[src/rtl/seven_segment_scanner.sv]
// Multiplexed multi-digit display scanner: buffered valid/ready load, programmable refresh.
// Optional leading-zero blanking when SEVEN_SEGMENT_LEADING_ZERO_BLANK_EN is defined.
module seven_segment_scanner #(
  parameter int NUM_DIGITS = 4,
  parameter int TICK_DIV   = 1000
) (
  input  logic                    clk,
  input  logic                    reset,
  input  logic                    enable,
  input  logic [4*NUM_DIGITS-1:0] value_in,
  input  logic                    load_valid,
  output logic                    load_ready,
  output logic [3:0]              digit_hex,
  output logic [NUM_DIGITS-1:0]   digit_sel,
  output logic                    digit_blank,
  output logic                    frame_start
);

  localparam int IDX_W = $clog2(NUM_DIGITS);
  localparam int CNT_W = $clog2(TICK_DIV);
  localparam logic [IDX_W-1:0] LAST_IDX = IDX_W'(NUM_DIGITS - 1);
  localparam logic [CNT_W-1:0] LAST_CNT = CNT_W'(TICK_DIV - 1);

  logic [CNT_W-1:0]        cnt_q, cnt_d;
  logic [IDX_W-1:0]        idx_q, idx_d;
  logic [4*NUM_DIGITS-1:0] disp_q, disp_d;
  logic [4*NUM_DIGITS-1:0] pend_q, pend_d;
  logic                    pflag_q, pflag_d;
  logic                    fs_q, fs_d;

  logic tick, boundary, accept, commit;
  logic [NUM_DIGITS-1:0] sel_onehot;

  always_comb begin
    tick     = enable && (cnt_q == LAST_CNT);
    boundary = tick && (idx_q == LAST_IDX);
    accept   = load_valid && !pflag_q;
    // With the scan frozen there is no frame to tear, so commit immediately.
    commit   = pflag_q && (boundary || !enable);

    cnt_d   = cnt_q;
    idx_d   = idx_q;
    disp_d  = disp_q;
    pend_d  = pend_q;
    pflag_d = pflag_q;
    fs_d    = boundary;

    if (enable) begin
      if (tick) begin
        cnt_d = '0;
        idx_d = (idx_q == LAST_IDX) ? '0 : idx_q + 1'b1;
      end else begin
        cnt_d = cnt_q + 1'b1;
      end
    end

    if (commit) begin
      disp_d  = pend_q;
      pflag_d = 1'b0;
    end
    if (accept) begin
      pend_d  = value_in;
      pflag_d = 1'b1;
    end
  end

  always_ff @(posedge clk) begin
    if (reset) begin
      cnt_q   <= '0;
      idx_q   <= '0;
      disp_q  <= '0;
      pend_q  <= '0;
      pflag_q <= 1'b0;
      fs_q    <= 1'b0;
    end else begin
      cnt_q   <= cnt_d;
      idx_q   <= idx_d;
      disp_q  <= disp_d;
      pend_q  <= pend_d;
      pflag_q <= pflag_d;
      fs_q    <= fs_d;
    end
  end

  always_comb begin
    digit_hex  = '0;
    sel_onehot = '0;
    for (int unsigned i = 0; i < NUM_DIGITS; i++) begin
      if (idx_q == IDX_W'(i)) begin
        digit_hex     = disp_q[4*i +: 4];
        sel_onehot[i] = 1'b1;
      end
    end
  end

`ifdef SEVEN_SEGMENT_LEADING_ZERO_BLANK_EN
  logic [IDX_W-1:0] msd_idx;

  // Highest nonzero nibble; stays 0 for an all-zero value so digit 0 is always lit.
  always_comb begin
    msd_idx = '0;
    for (int unsigned i = 1; i < NUM_DIGITS; i++) begin
      if (disp_q[4*i +: 4] != 4'h0) msd_idx = IDX_W'(i);
    end
  end

  assign digit_blank = !enable || (idx_q > msd_idx);
`else
  assign digit_blank = !enable;
`endif

  assign digit_sel   = (enable && !digit_blank) ? sel_onehot : '0;
  assign load_ready  = !pflag_q;
  assign frame_start = fs_q && enable;

endmodule

[config.mk]
export PLATFORM = sky130hd
export DESIGN_NAME = seven_segment_scanner
export DESIGN_NICKNAME = d
export VERILOG_FILES = /design/src/rtl/seven_segment_scanner.sv
export SDC_FILE = /design/constraint.sdc
export NUM_CORES = 1
export LEC_CHECK = 0
export BUFFER_PORTS_ARGS = -buffer_cell sky130_fd_sc_hd__buf_2
export CORE_UTILIZATION = 30
export CTS_BUF_LIST = sky130_fd_sc_hd__clkbuf_4 sky130_fd_sc_hd__clkbuf_8
export CTS_CLUSTER_DIAMETER = 150
export CTS_CLUSTER_SIZE = 16
export DETAILED_ROUTE_END_ITERATION = 7
export PLACE_DENSITY_LB_ADDON = 0.3
export SYNTH_ARGS = -nofsm -noshare
export SYNTH_HDL_FRONTEND = slang
export SYNTH_SLANG_ARGS = --single-unit
[constraint.sdc]
create_clock -name clk -period 1.9 [get_ports clk]
set_input_delay 0.095 -clock clk [delete_from_list [all_inputs] [get_ports clk]]
set_output_delay 0.095 -clock clk [all_outputs]
set_load 0.005 [all_outputs]
# After elaboration in Yosys (flattened, before gate mapping)
# Index checks and enable logic that the tools add are counted.
word_totals:
  reg_bits: 46
  out_inout_bits: 11
op_classes:
  n_addsub: 2
  eq_ne: 4
  mux: 13
  n_reduce_logical: 11
ops:
  columns: ["operator", "count"]
  rows:
  - ["$mux 4", 5]
  - ["$add 10x1->10 const B", 1]
  - ["$eq 10x10->1 const B", 1]
  - ["$mux 10", 1]
  - ["$mux 1", 6]
  - ["$logic_and 1x1->1", 5]
  - ["$eq 2x2->1 const B", 2]
  - ["$add 2x1->2 const B", 1]
  - ["$eq 2x1->1 const B", 1]
  - ["$logic_not 1->1", 2]
  - ["$logic_not 2->1", 1]
  - ["$mux 2", 1]
  - ["$reduce_and 2->1", 1]
  - ["$reduce_bool 2->1", 1]
  - ["$logic_or 1x1->1", 1]

# Logic depth before layout (Yosys ltp)
# Gate-level depths: netlist (run 1).
depth:
  ltp_word: 7
  mapped_depth: 6
  depth_no_buf: 6

# Worst setup path after synthesis (run 1)
# No wires, ideal clock.
synth_path:
  path_type: "reg-to-reg"
  from: "register cnt_q[0]"
  to: "register disp_q[10]"
  setup_ps: 72
  arrival_time_ps: 1481
  path_slack_ps: 347
  stages_incl_launch_ff: 7
  cell_sequence: "dfxtp_1 > ha_1 > and2_2 > nand4_4 > a21oi_4 > buf_12 > mux2i_1"
synth_via:
  elab_chain_len: 5
synth_lines:
  columns: ["item", "line_no", "rtl"]
  rows:
  - ["start, declared", "24", "logic [CNT_W-1:0] cnt_q, cnt_d;"]
  - ["start signal, assigned", "76", "cnt_q <= cnt_d;"]
  - ["$eq 10x10->1", "35", "tick = enable && (cnt_q == LAST_CNT);"]
  - ["$logic_and 1x1->1", "35", null]
  - ["$logic_and 1x1->1", "36", "boundary = tick && (idx_q == LAST_IDX);"]
  - ["$logic_or 1x1->1", "39", "commit = pflag_q && (boundary || !enable);"]
  - ["$logic_and 1x1->1", "39", null]
  - ["end signal, assigned", "78", "disp_q <= disp_d;"]
  - ["end, declared", "26", "logic [4*NUM_DIGITS-1:0] disp_q, disp_d;"]
# No other way between the ends.
# A chain may end at the register's enable or synchronous reset.

# Worst setup path after layout (run 1)
layout_path:
  from: "register idx_q[1]"
  to: "output digit_hex[3]"
layout_via:
  elab_chain_len: 5
layout_lines:
  columns: ["item", "line_no", "rtl"]
  rows:
  - ["start, declared", "25", "logic [IDX_W-1:0] idx_q, idx_d;"]
  - ["start signal, assigned", "77", "idx_q <= idx_d;"]
  - ["$logic_not 2->1", "89", "if (idx_q == IDX_W'(i)) begin"]
  - ["$mux 4 (3 in series)", "89", null]
  - ["$mux 4 *", "89", null]
  - ["end, declared", "13", "output logic [3:0] digit_hex,"]
# Every way passes the cells marked *; elsewhere a longest branch is shown, timed or not.

==> results of run 1 <==
==> power groups by stage <==
stage                     registers (mW)  clock network [mW]  logic [mW]
after CTS                           1.01               0.769       0.154
after global placement              1.03                   0       0.153
after floorplan                     1.03                   0       0.105
final                               1.01               0.746       0.152
after detailed placement            1.03                   0       0.154
after global routing                1.02               0.811       0.176
==> worst min-delay path: cells and delay by family <==
family / cells / cell delay [ns]
compound gates: 1 / 0.05
buf+inv: 1 / 0.09
simple gates: 1 / 0.04
==> synth_stat cells, types with 2 or more instances <==
cell type	n
sky130_fd_sc_hd__nand2_1	48
sky130_fd_sc_hd__mux2i_1	17
sky130_fd_sc_hd__nand2b_1	33
sky130_fd_sc_hd__and2_1	5
sky130_fd_sc_hd__o21ai_0	4
sky130_fd_sc_hd__nor3_1	2
sky130_fd_sc_hd__dfxtp_1	46
sky130_fd_sc_hd__nor2_1	12
sky130_fd_sc_hd__xnor2_1	3
sky130_fd_sc_hd__nand4_1	4
sky130_fd_sc_hd__ha_1	5
sky130_fd_sc_hd__clkbuf_1	11
sky130_fd_sc_hd__nand3b_1	4
sky130_fd_sc_hd__nand3_1	2
sky130_fd_sc_hd__and3_1	3
sky130_fd_sc_hd__xor2_1	5
sky130_fd_sc_hd__inv_1	4
sky130_fd_sc_hd__a21oi_1	27
==> layout by cell type (no fill, tap or decap), types with 2 or more instances in the layout <==
cell and n:
sky130_fd_sc_hd__a21oi_1 27, sky130_fd_sc_hd__and2_1 5, sky130_fd_sc_hd__and3_1 3, sky130_fd_sc_hd__buf_12 2, sky130_fd_sc_hd__buf_2 30, sky130_fd_sc_hd__buf_4 2, sky130_fd_sc_hd__clkbuf_8 5, sky130_fd_sc_hd__dfxtp_1 45
sky130_fd_sc_hd__ha_1 2, sky130_fd_sc_hd__ha_2 3, sky130_fd_sc_hd__inv_1 4, sky130_fd_sc_hd__mux2i_1 17, sky130_fd_sc_hd__nand2_1 48, sky130_fd_sc_hd__nand2b_1 33, sky130_fd_sc_hd__nand3_1 2, sky130_fd_sc_hd__nand3b_1 4
sky130_fd_sc_hd__nand4_1 4, sky130_fd_sc_hd__nor2_1 12, sky130_fd_sc_hd__nor3_1 2, sky130_fd_sc_hd__o21ai_0 2, sky130_fd_sc_hd__o21ai_1 2, sky130_fd_sc_hd__xnor2_1 3, sky130_fd_sc_hd__xor2_1 5
==> sequential cells by signal (all words and copies together) (netlist names) <==
| name | cells |
|---|---|
| disp_q | 16 |
| idx_q | 2 |
| pend_q | 16 |
| fs_q | 1 |
| pflag_q | 1 |
| cnt_q | 10 |
==> layout make-up <==
| cell class | count | share of cell area |
|---|---|---|
| Multi-Input combinational cell | 183 | 0.449 |
| Tap cell | 96 | 0.0481 |
| Clock buffer | 5 | 0.0276 |
| Timing Repair Buffer | 34 | 0.0822 |
| Sequential cell | 46 | 0.369 |
| Clock inverter | 3 | 0.0175 |
| Inverter | 4 | 0.00602 |
==> routing by layer <==
layer  global-route usage  share of wire  up-vias
met4               0.0318         0.0034        0
met5                    0              0        -
met1                0.177           0.55      721
met3               0.0298          0.038        2
met2                0.198           0.41       34
li1                     -              -      865
==> kinds of logic (layout without fill, tap and decap cells) <==
| logic type | after synthesis | count (layout) | share of synthesized area |
|---|---|---|---|
| DFF | 46 | 46 | 0.435 |
| xor gates and xnor gates | 8 | 8 | 0.0331 |
| AOI/OAI and AO/OA | 33 | 33 | 0.0852 |
| buffers and inverters | 17 | 46 | 0.0384 |
| and+or+nand+nor | 120 | 120 | 0.298 |
| muxes | 17 | 17 | 0.0804 |
| adders and majority gates | 5 | 5 | 0.0296 |
==> metrics by stage <==
| stage | total power, mW | hold slack [ns] | util | std cells |
|---|---|---|---|---|
| 2_1_floorplan | 1.13 | 0.231 | - | 246 |
| 3_3_place_gp | 1.19 | 0.341 | 0.350 | 363 |
| 3_5_place_dp | 1.19 | 0.342 | 0.350 | 363 |
| 4_1_cts | 1.93 | 0.00810 | 0.366 | 371 |
| 5_1_grt | 2.00 | 0.0180 | 0.367 | 371 |
| 6_report | 1.91 | 0.0180 | 0.367 | 371 |
==> path summary, 6_finish.rpt <==
| kind | to | slack, ns | startpoint | cells after the start |
|---|---|---|---|---|
| hold / removal | pend_q[9]$_SDFFE_PP0P_ | 0.02 | value_in[9] | 3 |
| hold reg to reg | pend_q[1]$_SDFFE_PP0P_ | 0.46 | pend_q[1]$_SDFFE_PP0P_ | 2 |
| setup reg to reg | idx_q[0]$_SDFFE_PP0P_ | 0.33 | cnt_q[0]$_SDFFE_PP0P_ | 5 |
| setup / recovery | digit_hex[3] | 0.20 | idx_q[1]$_SDFFE_PP0P_ | 7 |
==> repair_timing <==
item,CTS,global route
hold buffers,0,0
buffers inserted,0,0
setup endpoints to repair,0,4
resized for setup,0,6
==> results.tsv, run 1 <==
metric	value	unit
status	finished clean	
CTS Buf Count	5	
global route overflow	0	
Net count, final	299	
Avg Cell Area, Syn	8.60	um^2
main area contributors after synthesis	sky130_fd_sc_hd__dfxtp_1 (44%), sky130_fd_sc_hd__nand2b_1 (9.8%), sky130_fd_sc_hd__nand2_1 (8.5%), sky130_fd_sc_hd__mux2i_1 (8.0%), sky130_fd_sc_hd__a21oi_1 (6.4%)	
library cells used by synthesis	29	
filler cell count in the final layout	713	
cell at the slowest stage of the critical path	sky130_fd_sc_hd__dfxtp_2	
number of H-tree levels	2	
maximum fanout along the worst path	9	
via count of the first global-routing pass	1690	
Port Buffer Count	30	
number of remaining DRC errors	0	
reported net switching power	450	uW
fraction of post-synthesis cell area in the top cell type by area	0.435	
area used by sequential logic in the layout	922	um^2
count of antenna-violating nets left after detailed routing	0	
count of inserted antenna diode cells	0	
pwr/cell area	765	nW/um^2
number of clock sinks seen by CTS	46	
Primary FF master, synth	sky130_fd_sc_hd__dfxtp_1	
instance count of the mapped netlist	246	
final RePlAce weighted congestion	0.741	
actual transition at the worst max-transition pin	0.514	ns
deepest clock path buffer count	2	
proportion of synthesized chip area in sequential cells	0.435	
starting density of the core	0.311	
delay of the slowest cell on the worst path	0.36	ns
startpoint class of the critical path	register	
worst min path class	input pin to register	
clock root buffer master	sky130_fd_sc_hd__clkbuf_8	
worst endpoint required time	1.80	ns
setup slack of the critical path after layout	0.202	ns
post-layout min period	1.70	ns
share of total power in the clock network	0.391	
number of antenna violations at the first check in global routing	0	
number of enable flip-flop cells after synthesis	0	
Worst IR Drop VDD	412	uV
die area	7390	um^2
most repeated library cell on the critical path	sky130_fd_sc_hd__a21oi_1	
final instance area	2500	um^2
Via-to-Cell Ratio	4.37	
element type at the critical path end	primary output	
detailed-route via count	1622	
area post-placement	2370	um^2
Boundary Pins	31	
Row Count	30	
asr flop ratio synth	0	
growth of design area from synthesis to finish	18.0	%
post-CTS clock slew at the launch and capture registers of the worst setup and hold paths	0.09	ns
Achievable Freq	0.589	GHz
worst relative slew slack	0.656	
flip-flop and latch count after synthesis	46	
Worst Skew	0.00846	ns
aggregate global-route resource usage	0.127	
Post-DP HPWL	2960	um
Fin. Hold Viols	0	
clk_lat worst skew	0.30	ns
yosys synthesis warning count	0	
final critical-path share of the clock period	0.894	
first-pass GRT wire length	7610	um
1st-iter DRT viols	95	
top cell type by total area after synthesis	sky130_fd_sc_hd__dfxtp_1	
switching power as a share of total power	0.236	
syn nets	271	
leakage	0.950	nW
maximum number of pins on one net before global-route repair	35	
unrepaired setup endpoints after global routing	false	
final count of negative-setup-slack endpoints	0	
pre-CTS setup slack	0.345	ns
layout cells sized above 1	0.182	
Final Max Tran Viols	0	
Comb pwr share	0.080	
arrival time worst endpoint	1.60	ns
drt first pass iters	4	
Buf+Inv Stages, Crit Path	2	
Synth Cell Area	2120	um^2
core area	6790	um^2
critical setup path kind	register to primary output	
part of the total power dissipated in sequential elements	0.529	
kind of cell adding the most delay to the critical path	flip-flops	
detailed-route wire length per cell	11.2	um
vertical die dimension	86.0	um
ordered cell list for the critical path	inv_1 > ha_2 > nand3b_1 > a21oi_1 > a21oi_1 > o21ai_1 > buf_2	
total area of multi-input combinational cells	1120	um^2
final routed wirelength across all metal layers	4160	um
max-cap violations	0	
setup TNS after final layout	0	ns
CTS tree	built	
width of the chip	86.0	um
internal power	1.46	mW
Power figures use the tool's default switching activity.
==> run 2: changes to the inputs <==
- CTS_BUF_LIST: sky130_fd_sc_hd__clkbuf_4 sky130_fd_sc_hd__clkbuf_8 -> sky130_fd_sc_hd__clkbuf_16
==> results.tsv, run 2 (same netlist as run 1, synthesis figures left out) <==
metric	value	unit	change
maximum fanout along the worst path	9		unchanged
pwr/cell area	848	nW/um^2	+11%
post-CTS clock slew at the launch and capture registers of the worst setup and hold paths	0.07	ns	-0.02 ns
final RePlAce weighted congestion	0.741		unchanged
final count of negative-setup-slack endpoints	0		unchanged
Crit Reg-Reg Endpoint	idx_q[0]$_SDFFE_PP0P_		
width of the chip	86.0	um	unchanged
startpoint class of the critical path	register		
number of placed instances with taps included	363		unchanged
first-pass GRT wire length	7690	um	+1.0%
Worst R2R Path Depth	5		unchanged
reported net switching power	472	uW	+4.7%
element type at the critical path end	primary output		
growth of design area from synthesis to finish	20.3	%	
critical setup path kind	register to primary output		
number of clock sinks seen by CTS	46		unchanged
Fin. Hold Viols	0		unchanged
final critical-path share of the clock period	0.909		+0.0151
startpoint of the tightest hold check path	value_in[9]		
worst relative slew slack	0.656		about the same
worst hold stages	3		unchanged
part of the total power dissipated in sequential elements	0.469		-0.060
r2r setup slk	0.33	ns	about the same
unrepaired setup endpoints after global routing	false		
Top Registers	disp_q: 16 flops, pend_q: 16 flops, cnt_q: 10 flops		
final instance area	2550	um^2	+2.0%
drt first pass iters	5		+1
starting density of the core	0.311		unchanged
detailed-route via count	1630		+0.49%
maximum number of pins on one net before global-route repair	35		unchanged
number of remaining DRC errors	0		unchanged
Hold Path Sink	pend_q[9]$_SDFFE_PP0P_		
number of H-tree levels	2		unchanged
CTS Buf Count	5		unchanged
share of total power in the clock network	0.461		+0.070
Net count, final	299		unchanged
final routed wirelength across all metal layers	4170	um	+0.29%
internal power	1.69	mW	+16%
Worst IR Drop VDD	508	uV	+23%
leakage	0.977	nW	+2.9%
worst endpoint required time	1.80	ns	about the same
most common cell after layout, fill and taps aside	sky130_fd_sc_hd__nand2_1		
detailed-route wire length per cell	11.3	um	+0.29%
vertical die dimension	86.0	um	unchanged
post-layout min period	1.73	ns	+0.0286 ns
core area	6790	um^2	unchanged
CTS tree	built		
deepest clock path buffer count	2		unchanged
post-route non-filler standard cell count	371		unchanged
Row Count	30		unchanged
actual transition at the worst max-transition pin	0.515	ns	+0.000495 ns
worst reg2reg path startpoint	cnt_q[0]$_SDFFE_PP0P_		
count of inserted antenna diode cells	0		unchanged
Comb pwr share	0.071		-0.009
via count of the first global-routing pass	1688		-0.12%
Achievable Freq	0.579	GHz	-1.7%
global route overflow	0		unchanged
clock root buffer master	sky130_fd_sc_hd__clkbuf_16		
aggregate global-route resource usage	0.130		+0.00264
setup TNS after final layout	0	ns	unchanged
commonest non-fill, non-tap cells in the layout	sky130_fd_sc_hd__nand2_1 (48), sky130_fd_sc_hd__dfxtp_1 (46), sky130_fd_sc_hd__nand2b_1 (33)		
arrival time worst endpoint	1.63	ns	+0.03 ns
die area	7390	um^2	unchanged
Post-DP HPWL	2960	um	unchanged
layout cells sized above 1	0.171		-0.0109
status	finished clean		
number of antenna violations at the first check in global routing	0		unchanged
Worst Skew	0.00500	ns	-0.00346 ns
Port Buffer Count	30		unchanged
area post-placement	2370	um^2	unchanged
switching power as a share of total power	0.218		-0.0175
max-cap violations	0		unchanged
1st-iter DRT viols	78		-18%
Boundary Pins	31		unchanged
worst min path class	input pin to register		
number of buffers inserted by post-CTS setup repair	0		unchanged
count of antenna-violating nets left after detailed routing	0		unchanged
clk_lat worst skew	0.28	ns	-0.02 ns
Via-to-Cell Ratio	4.39		+0.49%
Final Max Tran Viols	0		unchanged
run 2: cell counts in the layout (fill, tap and decap cells not counted):
Identical to the previous run, type by type.
run 2: repair_timing:
action | 4_1_cts | 5_1_grt
hold endpoints to repair | 0 | 0
hold buffers | 0 | 0
resized for setup | 0 | 3
setup endpoints to repair | 0 | 4
run 2: worst max path at each step:
stage	from	end	slack (ns)	depth (start not counted)
5_1_grt	idx_q[1]$_SDFFE_PP0P_	digit_hex[3]	0.01	7
3_3_place_gp	idx_q[1]$_SDFFE_PP0P_	digit_hex[3]	0.37	7
6_report	idx_q[1]$_SDFFE_PP0P_	digit_hex[3]	0.17	7
3_5_place_dp	cnt_q[0]$_SDFFE_PP0P_	idx_q[0]$_SDFFE_PP0P_	0.35	5
2_1_floorplan	cnt_q[0]$_SDFFE_PP0P_	disp_q[10]$_SDFFE_PP0P_	0.35	6
4_1_cts	idx_q[1]$_SDFFE_PP0P_	digit_hex[3]	0.05	7
run 2: critical path: stages (launching register included):
cell and delay (ns):
sky130_fd_sc_hd__dfxtp_1 0.37, sky130_fd_sc_hd__inv_1 0.08, sky130_fd_sc_hd__ha_2 0.22, sky130_fd_sc_hd__nand3b_1 0.16, sky130_fd_sc_hd__a21oi_1 0.15, sky130_fd_sc_hd__a21oi_1 0.05
sky130_fd_sc_hd__o21ai_1 0.17, sky130_fd_sc_hd__buf_2 0.15
run 2: area by class of cell:
type | count | area, um^2
Multi-Input combinational cell | 183 | 1120
Fill cell | 704 | 4250
Clock inverter | 3 | 43.8
Tap cell | 96 | 120
Clock buffer | 5 | 125
Inverter | 4 | 15.0
Timing Repair Buffer | 34 | 205
Sequential cell | 46 | 921
run 2: power groups by stage:
stage,sequential (mW),combinational (mW),clock (mW)
after floorplan,1.03,0.105,0
after global placement,1.03,0.153,0
after detailed placement,1.03,0.154,0
after CTS,1.01,0.154,1.02
after global routing,1.02,0.176,1.07
final,1.01,0.152,0.995
run 2: routing by layer:
layer	vias to the layer above	wire length, um	GRT usage
li1	865	-	-
met1	721	2270	0.180
met2	40	1700	0.199
met3	4	170	0.0327
met4	0	36	0.0364
met5	-	0	0
run 2: stage by stage:
step	hold WS [ns]	utilization	worst slack (ns)	power, mW
CTS	0.0371	0.374	0.0506	2.19
floorplan	0.231	-	0.347	1.13
global route	0.0449	0.375	0.00952	2.26
global placement	0.341	0.350	0.372	1.19
finish	0.0419	0.375	0.173	2.16
detailed placement	0.342	0.350	0.345	1.19
==> run 3: changes to the inputs <==
- BUFFER_PORTS_ARGS: -buffer_cell sky130_fd_sc_hd__buf_2 -> default
- DONT_BUFFER_PORTS: default -> 1
- SETUP_SLACK_MARGIN: default -> 0.3
==> results.tsv, run 3 (same netlist as run 1, synthesis figures left out) <==
metric	value	unit	change
detailed-route via count	1633		+0.18%
1st-iter DRT viols	21		-73%
post-CTS clock slew at the launch and capture registers of the worst setup and hold paths	0.06	ns	about the same
ordered cell list for the critical path	inv_4 > ha_4 > buf_4 > nand2_1 > a21oi_2 > a21oi_1 > o21ai_1		
drt first pass iters	4		-1
first-pass GRT wire length	7580	um	-1.3%
growth of design area from synthesis to finish	26.8	%	
Port Buffer Count	0		-100%
number of antenna violations at the first check in global routing	0		unchanged
cell at the slowest stage of the critical path	sky130_fd_sc_hd__dfxtp_4		
final routed wirelength across all metal layers	4590	um	+10%
area post-placement	2200	um^2	-7.2%
Via-to-Cell Ratio	4.46		+1.6%
post-route non-filler standard cell count	366		-1.3%
width of the chip	86.0	um	unchanged
critical setup path kind	register to primary output		
delay of the slowest cell on the worst path	0.36	ns	about the same
commonest non-fill, non-tap cells in the layout	sky130_fd_sc_hd__nand2_1 (48), sky130_fd_sc_hd__dfxtp_1 (43), sky130_fd_sc_hd__nand2b_1 (33)		
Post-DP HPWL	2850	um	-3.6%
count of antenna-violating nets left after detailed routing	0		unchanged
detailed-route wire length per cell	12.6	um	+12%
worst relative slew slack	0.666		+0.0102
Final Max Tran Viols	0		unchanged
number of remaining DRC errors	0		unchanged
count of inserted antenna diode cells	0		unchanged
aggregate global-route resource usage	0.132		+0.00225
final count of negative-setup-slack endpoints	0		unchanged
element type at the critical path end	primary output		
number of H-tree levels	2		unchanged
layout cells sized above 1	0.133		-0.0376
global route overflow	0		unchanged
unrepaired setup endpoints after global routing	false		
number of clock sinks seen by CTS	46		unchanged
actual transition at the worst max-transition pin	0.499	ns	-0.0153 ns
worst min path class	input pin to register		
Net count, final	294		-1.7%
Boundary Pins	31		unchanged
max-cap violations	0		unchanged
deepest clock path buffer count	2		unchanged
number of placed instances with taps included	332		-8.5%
pwr/cell area	758	nW/um^2	-11%
setup TNS after final layout	0	ns	unchanged
worst endpoint required time	1.80	ns	about the same
Worst Skew	0.00489	ns	-0.000110 ns
starting density of the core	0.311		unchanged
Worst IR Drop VDD	421	uV	-17%
maximum fanout along the worst path	6		-3
arrival time worst endpoint	1.42	ns	-0.21 ns
final instance area	2680	um^2	+5.4%
core area	6790	um^2	unchanged
final RePlAce weighted congestion	0.757		+2.1%
post-layout min period	1.51	ns	-0.212 ns
Final Hold Slack	0.0232	ns	-0.0187 ns
clock root buffer master	sky130_fd_sc_hd__clkbuf_16		
status	finished clean		
via count of the first global-routing pass	1622		-3.9%
final critical-path share of the clock period	0.797		-0.112
Fin. Hold Viols	0		unchanged
CTS tree	built		
vertical die dimension	86.0	um	unchanged
Row Count	30		unchanged
die area	7390	um^2	unchanged
startpoint class of the critical path	register		
maximum number of pins on one net before global-route repair	49		+40%
Top Registers	disp_q: 16 flops, pend_q: 16 flops, cnt_q: 10 flops		
CTS Buf Count	5		unchanged
clk_lat worst skew	0.29	ns	about the same
leakage	0.954	nW	-2.4%
Achievable Freq	0.660	GHz	+14%
power after layout	2.03	mW	-5.8%
most common cell after layout, fill and taps aside	sky130_fd_sc_hd__nand2_1		
-- run 3: cell types whose count changed in the layout (fill, tap and decap cells not counted), moves of 2 or more --
cell                            change
sky130_fd_sc_hd__inv_1              -2
sky130_fd_sc_hd__dfxtp_2            +2
sky130_fd_sc_hd__o21ai_0            -2
sky130_fd_sc_hd__ha_1               -3
sky130_fd_sc_hd__buf_2             -30
sky130_fd_sc_hd__ha_4               +2
sky130_fd_sc_hd__a21oi_2            +4
sky130_fd_sc_hd__dlygate4sd3_1     +19
sky130_fd_sc_hd__a21oi_1            -4
sky130_fd_sc_hd__dfxtp_1            -3
sky130_fd_sc_hd__buf_4              +5
-- run 3: power by group --
group / leakage [nW] / switching, mW / internal, mW
Clock: 0.0698 / 0.371 / 0.487
Combinational: 0.509 / 0.0787 / 0.0860
Sequential: 0.376 / 0.0175 / 0.994
-- run 3: cell type report --
cell class / instances / area [um^2]
Sequential cell: 46 / 927
Inverter: 4 / 17.5
Clock inverter: 3 / 21.3
Fill cell: 682 / 4110
Tap cell: 96 / 120
Clock buffer: 5 / 125
Timing Repair Buffer: 29 / 308
Multi-Input combinational cell: 183 / 1160
-- run 3: final timing paths --
check,startpoint,end,slack (ns),depth (start not counted)
min,reset,disp_q[11]$_SDFFE_PP0P_,0.02,2
max reg2reg,cnt_q[4]$_SDFFE_PP0P_,disp_q[2]$_SDFFE_PP0P_,0.40,5
min reg2reg,pend_q[7]$_SDFFE_PP0P_,pend_q[7]$_SDFFE_PP0P_,0.46,2
max,idx_q[1]$_SDFFE_PP0P_,digit_hex[2],0.39,7
-- run 3: layer usage --
metal / routed length (um) / track usage / vias up
li1: - / - / 858
met1: 2410 / 0.176 / 734
met2: 1960 / 0.201 / 36
met3: 193 / 0.0500 / 5
met4: 36 / 0.0318 / 0
met5: 0 / 0 / -
-- run 3: per-stage QoR --
| step | setup WS (ns) | util |
|---|---|---|
| 2_1_floorplan | 0.347 | - |
| 3_3_place_gp | 0.382 | 0.324 |
| 3_5_place_dp | 0.334 | 0.324 |
| 4_1_cts | 0.309 | 0.383 |
| 5_1_grt | 0.304 | 0.395 |
| 6_report | 0.385 | 0.395 |
-- run 3: worst max-delay path: cells and delay by family, from the launching register on --
family          cells  cell delay, ns
compound gates      3            0.36
fa+ha+maj           1            0.15
buf+inv             2            0.20
flops               1            0.36
simple gates        1            0.07
-- run 3: timing repair --
action	CTS	global route
endpoints found under the setup margin	4	28
pin swaps	1	5
buffers inserted	0	5
gates resized for setup	15	10
gates cloned	0	1
hold buffers	20	0
hold endpoints to repair	38	0
